===== src/rtl/mem_arbiter_pkg.sv =====
// Shared types for the fetch/data memory arbiter.
// State encoding and starvation counter width.
package mem_arbiter_pkg;

  typedef enum logic {
    INIT = 1'b0,
    RUN  = 1'b1
  } state_t;

  localparam int STARVE_CW = 4;

endpackage


===== src/rtl/mem_arbiter.sv =====
// Two-requester arbiter in front of one single-ported word memory.
// Optional zero-fill after reset, data priority with a starvation cap.
module mem_arbiter
  import mem_arbiter_pkg::*;
#(
  parameter int WIDTH        = 8,
  parameter int CLEAR        = 0,
  parameter int STARVE_LIMIT = 4
) (
  input  logic             clk,
  input  logic             rst,
  input  logic             i_valid,
  input  logic [WIDTH-1:0] i_addr,
  output logic             i_ready,
  output logic             i_rvalid,
  output logic [31:0]      i_rdata,
  input  logic             d_valid,
  input  logic             d_write,
  input  logic [3:0]       d_wmask,
  input  logic [31:0]      d_wdata,
  input  logic [WIDTH-1:0] d_addr,
  output logic             d_ready,
  output logic             d_rvalid,
  output logic [31:0]      d_rdata,
  output logic             mem_valid,
  output logic             mem_write,
  output logic [3:0]       mem_wmask,
  output logic [31:0]      mem_wdata,
  output logic [WIDTH-1:0] mem_addr,
  input  logic [31:0]      mem_rdata
);

  localparam logic [STARVE_CW-1:0] SLIM =
    STARVE_CW'(STARVE_LIMIT);
  localparam logic [WIDTH-1:0] CLR_LAST = '1;
  localparam state_t RST_STATE =
    (CLEAR != 0) ? INIT : RUN;

  state_t               state;
  state_t               state_nxt;
  logic [WIDTH-1:0]     clr_cnt;
  logic [STARVE_CW-1:0] starve_cnt;
  logic [STARVE_CW-1:0] starve_nxt;
  logic                 grant_d;
  logic                 grant_i;

  // Data wins unless fetch has already waited out its quota.
  always_comb begin
    grant_d = 1'b0;
    grant_i = 1'b0;
    if (state == RUN) begin
      grant_d = d_valid &
                (~i_valid | (starve_cnt < SLIM));
      grant_i = i_valid & ~grant_d;
    end
  end

  // Next state, starvation count and memory port drive.
  always_comb begin
    state_nxt  = state;
    starve_nxt = starve_cnt;
    mem_valid  = 1'b0;
    mem_write  = 1'b0;
    mem_wmask  = d_wmask;
    mem_wdata  = d_wdata;
    mem_addr   = d_addr;
    unique case (state)
      INIT: begin
        mem_valid = 1'b1;
        mem_write = 1'b1;
        mem_wmask = 4'hF;
        mem_wdata = '0;
        mem_addr  = clr_cnt;
        if (clr_cnt == CLR_LAST)
          state_nxt = RUN;
      end
      RUN: begin
        mem_valid = grant_d | grant_i;
        mem_write = grant_d & d_write;
        if (grant_i)
          mem_addr = i_addr;
        if (grant_i | ~i_valid)
          starve_nxt = '0;
        else if (grant_d && starve_cnt < SLIM)
          starve_nxt = starve_cnt + 1'b1;
      end
      default: ;
    endcase
  end

  // State, fill pointer, starvation count, response flags.
  always_ff @(posedge clk) begin
    if (rst) begin
      state      <= RST_STATE;
      clr_cnt    <= '0;
      starve_cnt <= '0;
      i_rvalid   <= 1'b0;
      d_rvalid   <= 1'b0;
    end else begin
      state      <= state_nxt;
      starve_cnt <= starve_nxt;
      if (state == INIT)
        clr_cnt <= clr_cnt + 1'b1;
      i_rvalid <= grant_i;
      d_rvalid <= grant_d & ~d_write;
    end
  end

  assign i_ready = grant_i;
  assign d_ready = grant_d;
  assign i_rdata = mem_rdata;
  assign d_rdata = mem_rdata;

endmodule


===== config.mk =====
export PLATFORM = sky130hd
export DESIGN_NAME = mem_arbiter
export DESIGN_NICKNAME = d
export VERILOG_FILES = /design/src/rtl/mem_arbiter_pkg.sv /design/src/rtl/mem_arbiter.sv
export SDC_FILE = /design/constraint.sdc
export NUM_CORES = 1
export LEC_CHECK = 0
export ABC_AREA = 1
export CAP_MARGIN = 25
export CORE_ASPECT_RATIO = 0.9
export CORE_MARGIN = 4
export CORE_UTILIZATION = 27
export CTS_CLUSTER_SIZE = 14
export DETAILED_ROUTE_END_ITERATION = 7
export PLACE_DENSITY = 0.95
export RECOVER_POWER = 100
export SYNTH_ARGS = -nofsm -noshare
export SYNTH_HDL_FRONTEND = slang
export SYNTH_SLANG_ARGS = --single-unit

===== constraint.sdc =====
create_clock -name clk -period 1.5 [get_ports clk]
set_input_delay 0.3 -clock clk [delete_from_list [all_inputs] [get_ports clk]]
set_output_delay 0.3 -clock clk [all_outputs]
set_load 0.1 [all_outputs]

Word-level counts from Yosys, hierarchy flattened
Index checks and enable logic that the tools add are counted.

operators by class
  eq/ne operators = 1
  add/subtract/negate cells = 2
  mux-type cells = 11
  bitwise logic cells = 11
  reductions and logical operators = 4
  magnitude comparators = 1

operators with widths
  operator             count
  $mux 32              1
  $pmux 8 s2           1
  $mux 4               3
  $add 8x1->8 const B  1
  $eq 8x8->1 const B   1
  $mux 8               1
  $add 4x1->4 const B  1
  $and 1x1->1          4
  $lt 4x3->1 const B   1
  $not 1->1            4
  $pmux 1 s2           2
  $mux 1               3
  $or 1x1->1           3
  $reduce_and 2->1     1
  $reduce_bool 2->1    1
  $reduce_or 2->1      1
  $logic_and 1x1->1    1

word-level totals
  word-level logic and storage cells = 35
  register bits = 15
  output and inout port bits = 114
  input port bits = 89

Longest topological paths before layout
Gate-level depths: netlist of run 1.

  depth after elaboration = 9
  gate-level depth with buffers = 8
  gate-level depth less buffers = 8

Least setup slack after synthesis of run 1
Ideal clock, no wire load.

  path kind = flip-flop to output port
  from = reg state
  to = out mem_addr[0]
  buffers on the path = 1
  arrival time = 2.425 ns
  slack = -1.225 ns
  stages on the path, launching flop included = 8
  data required time = 1.200 ns
  cells stage by stage = dfxtp_1 -> buf_6 -> nand2_1 -> inv_2 -> nand2_4 -> inv_2 -> nor2_1 -> nor2_1

on the way
  longest elaborated chain between the ends = 3
  elaborated cells between the ends (all ways) = 4
  classes of those cells = 3 x mux; 1 x bitwise

ends and longest elaborated chain
  what                    RTL line            source
  from (decl)             mem_arbiter.sv:39   state_t state;
  from (signal assigned)  mem_arbiter.sv:100  state <= state_nxt;
  $mux 1                  mem_arbiter.sv:51   if (state == RUN) begin
  via i_ready             mem_arbiter.sv:14   output logic i_ready,
  $mux 8                  mem_arbiter.sv:80   if (grant_i)
  $pmux 8 s2              mem_arbiter.sv:67   unique case (state)
  to (decl)               mem_arbiter.sv:29   output logic [WIDTH-1:0] mem_addr,

The timed path passes the listed nets, and every way through them passes these cells.

Worst setup path after layout of run 1
  from = reg starve_cnt[3]
  to = out mem_addr[5]

on the way
  longest elaborated chain between the ends = 8

ends and longest elaborated chain
  what                    RTL line            source
  from (decl)             mem_arbiter.sv:42   logic [STARVE_CW-1:0] starve_cnt;
  from (signal assigned)  mem_arbiter.sv:101  starve_cnt <= starve_nxt;
  $lt 4x3->1              mem_arbiter.sv:53   (~i_valid | (starve_cnt < SLIM));
  $or 1x1->1              mem_arbiter.sv:53
  $and 1x1->1             mem_arbiter.sv:52   grant_d = d_valid &
  $not 1->1               mem_arbiter.sv:54   grant_i = i_valid & ~grant_d;
  $and 1x1->1             mem_arbiter.sv:54
  $mux 1                  mem_arbiter.sv:51
  $mux 8                  mem_arbiter.sv:80
  $pmux 8 s2              mem_arbiter.sv:67

No other way between the ends.

==> run summary, run 1 <==
The flow ran to the end, but the final reports show violations. The checks that failed: negative setup slack. Entering global routing, the biggest net connects 20 pins. The power per cell area works out to 561 nW/µm². Data on the critical path arrives at its endpoint at 1.43 ns.

After layout, the worst path uses 115% of the clock period. The run gives 1,887 as the number of global-route vias before repair. The number of standard cells after synthesis came out at 276. Across the run, the number of max-cap violations was 0. Clock latency on the worst-skew pair, taken at its later pin, is 0.25 ns. The layout has 400 filler cells.

The clock slew seen by the registers of the worst setup and hold paths was 0.06 ns. Setup repair after global routing could not meet its margin everywhere. Pin placement for this block handled 203 I/O pins. The worst path in the final design needs a cycle of 1.73 ns, including I/O delays and setup. After synthesis, the mean cell area works out to 5.99 µm². The peak supply drop was 0.441 mV; the internal power consumption was 1.13 mW.

The worst register-to-register path ends at clr_cnt[6]$_SDFFE_PP0N_. Of all nets on the critical path, the largest fanout is 6. In the routed design, unresolved DRC markers number 0. Via count: 1,948. The design draws 2.11 mW. The detail route stage leaves a number of antenna-violating nets equal to 0. Cells with a size suffix above 1 make up 58.1% of the layout.

In this run the vertical extent of the chip is 82.3 µm. STA puts the critical path data required time at 1.20 ns. The number of hold violations in the final report was 0.

For the reg2reg setup slack, the log shows 0.11 ns. The floorplan step set the die width to 90.5 µm. The logs give 0 for the remaining global-route overflow and 0 for the total of warnings raised by yosys.

The static power due to leakage is 1.61 nW, and the layout overhead on the synthesized area is 127%. TritonCTS built the clock tree. Registers are responsible for 19.2% of the overall power. The die area was 7440 µm². The startpoint identified for the worst register-to-register timing path is state$_SDFF_PP1_. The worst register-to-register path has a depth of 8. For the effective utilization at floorplan, the log shows 28.4%.

The tools report the worst clock skew as 0.00543 ns. For this design, the sink count on the clock tree is 15. The number of register bits inferred by synthesis came out at 15.

The longest clock path from root to sink contains 2 buffers. On the worst path, the slowest cell contributes a delay of 0.32 ns. The critical path goes through inv_2 > nand2_2 > nand2_4 > nand2_8 > nand2_8 > nand2_2 > nand3_2 > nand2_4 > buf_12. The number of antenna violations at the first check in global routing is 0. The type of element launching the critical path was a flip-flop. The synthesized netlist net count was 367. The share of the Yosys chip area taken by registers is 18.2%.

Highest attainable clock frequency: 578 MHz. For the pin with the worst max-slew slack, the measured transition is 0.293 ns. The run gives 0 as the number of pins exceeding their max-slew limit in the final report.

STA classifies the critical path endpoint as an output pin. The final sum of negative setup slack is -5.14 ns, and the instance area at placement is 3140 µm². The run gives -0.230 ns as the final critical-path setup slack. The slowest stage of the critical path belongs to the cell dfxtp_2.

In the routed layout, each cell is associated on average with a via count of 4.68. The most common library cell in the layout ignoring fill and taps was clkdlybuf4s50_1. In this run, CTS created clock tree buffers numbering 3.

Leaving out fill and tap cells, the most frequent cells in the layout are 54 x clkdlybuf4s50_1, 53 x buf_12, 34 x clkinvlp_4, 31 x nand2_2, 24 x nand2_1. At the end of the flow the core is filled with cells to 64.5%. The share of total power dissipated in combinational logic is 65.0%. After detailed routing, the total wire length is 6770 µm. Port buffering added 106 buffers.

Row generation in the floorplan step produced 26 rows. In the global route stage, overall resource usage came out at 15.2%. The tree is rooted in a clkbuf_8. The tools report the global-route wire length before repair as 9210 µm. By startpoint and endpoint, the worst setup path is classified as reg -> out.

The total area inside the core boundary comes to 5820 µm². Number of nets in the layout: 438. The run gives 15.8% as the share of total power in the clock network. The worst slew margin relative to its limit came out at 80.4%.

Yosys mapped the design onto 22 distinct sky130hd cell types. The number of hold buffers added after CTS was 0. The tools report the net switching power as 979 µW. The tools report the worst setup path startpoint as starve_cnt[3]$_SDFFE_PP0P_.

The run gives 48 as the setup-violating endpoint count in the final report. The share of total power consumed by net switching came out at 46.4%. The path category of the worst min-delay check was reg -> reg. The H-tree depth is 1. The logs give 3760 µm² for the post-route cell area and 4 for the detailed-router iteration count before antenna repair. The post-detailed-route wirelength per cell came out at 16.3 µm. At the end of routability-driven placement, the weighted congestion stood at 0.878. 0 antenna diodes ended up in the layout. Detailed placement finished with a half-perimeter wire length of 4570 µm. The most critical setup path has its endpoint at mem_addr[5].

The area of the mapped netlist is 1650 µm². After the first detailed-routing iteration, the DRC count stood at 57.
-- flip-flops by register name (all words and copies together), names as in the netlist --
name        count
clr_cnt         8
starve_cnt      4
d_rvalid        1
i_rvalid        1
state           1
-- kinds of logic after synthesis --
group	count (synthesis)	synth area share, %
AND/OR/NAND/NOR	119	31.8
flip-flops	15	18.2
buffers and inverters	126	44.3
AO/OA/AOI/OAI	14	4.24
adder cells (fa/ha/maj)	2	1.51
-- power by group through the flow --
stage / clock, mW / sequential [mW] / combinational (mW)
after CTS: 0.338 / 0.404 / 1.33
after global placement: 0 / 0.414 / 1.27
final: 0.334 / 0.404 / 1.37
after floorplan: 0 / 0.429 / 1.52
after detailed placement: 0 / 0.415 / 1.28
after global routing: 0.361 / 0.404 / 1.40
-- how the worst min path moves through the flow --
stage                                     from                    endpoint  depth (start not counted)
floorplan                                  rst     clr_cnt[0]$_SDFFE_PP0N_                          1
global placement    starve_cnt[3]$_SDFFE_PP0P_  starve_cnt[3]$_SDFFE_PP0P_                          2
detailed placement  starve_cnt[3]$_SDFFE_PP0P_  starve_cnt[3]$_SDFFE_PP0P_                          2
CTS                 starve_cnt[1]$_SDFFE_PP0P_  starve_cnt[1]$_SDFFE_PP0P_                          2
global route           clr_cnt[6]$_SDFFE_PP0N_     clr_cnt[6]$_SDFFE_PP0N_                          2
finish              starve_cnt[0]$_SDFFE_PP0P_  starve_cnt[0]$_SDFFE_PP0P_                          2
-- worst max-delay path, delay by kind of cell, from the launching register on --
kind,cells,cell delay (ns)
buffers and inverters,2,0.20
DFF,1,0.32
and+or+nand+nor,7,0.64
-- per-layer routing --
layer | part of all wire [%] | track usage, %
met1 | 35 | 15.2
met4 | 3.2 | 6.88
met3 | 7.2 | 4.89
met5 | 0 | 0
met2 | 54 | 29.3
-- synthesized netlist by cell type --
| cell | instances | area, µm² |
|---|---|---|
| clkbuf_1 | 1 | 3.75 |
| inv_1 | 51 | 191 |
| nor2_1 | 13 | 48.8 |
| buf_4 | 64 | 480 |
| ha_1 | 2 | 25.0 |
| nor3_1 | 3 | 15.0 |
| nand4_1 | 1 | 6.26 |
| buf_6 | 1 | 11.3 |
| or2_2 | 6 | 37.5 |
| dfxtp_1 | 15 | 300 |
| o21ai_0 | 6 | 30.0 |
| nand2_4 | 2 | 22.5 |
| nor2_4 | 1 | 11.3 |
| nand2_2 | 1 | 6.26 |
| nand4_2 | 1 | 12.5 |
| o21ai_1 | 1 | 5.00 |
| buf_2 | 5 | 25.0 |
| clkinv_4 | 1 | 8.76 |
| inv_2 | 3 | 11.3 |
| nand2_1 | 71 | 267 |
| nand3_1 | 20 | 100 |
| a21oi_1 | 7 | 35.0 |
-- layout make-up --
type                            count  area [µm²]  share of cell area (%)
Clock inverter                      1        7.51                   0.200
Sequential cell                    15         307                    8.16
Clock buffer                        3        41.3                    1.10
Inverter                           55         362                    9.63
Timing Repair Buffer              136        1940                    51.6
Tap cell                           70        87.6                    2.33
Multi-Input combinational cell    136        1010                    27.0
-- what timing repair did --
item | CTS | global route
gates resized for setup | 62 | 33
pin swaps | 11 | 10
cloned | 2 | 5
setup endpoints to repair | 48 | 48
setup buffers | 6 | 4
-- per-stage QoR --
stage | hold WS (ns) | instances | setup slack (ns)
finish | 0.483 | 416 | -0.230
global placement | 0.429 | 395 | -0.385
detailed placement | 0.451 | 395 | -0.426
floorplan | 0.369 | 276 | -0.151
CTS | 0.480 | 407 | -0.218
global route | 0.507 | 416 | -0.303
(Power assumes the default switching activity.)
==> run 2: changes to the inputs <==
- CTS_CLUSTER_DIAMETER: default -> 60
==> results of run 2 <==
Same layout as run 1: the final DEF is identical, and so are final timing and power.
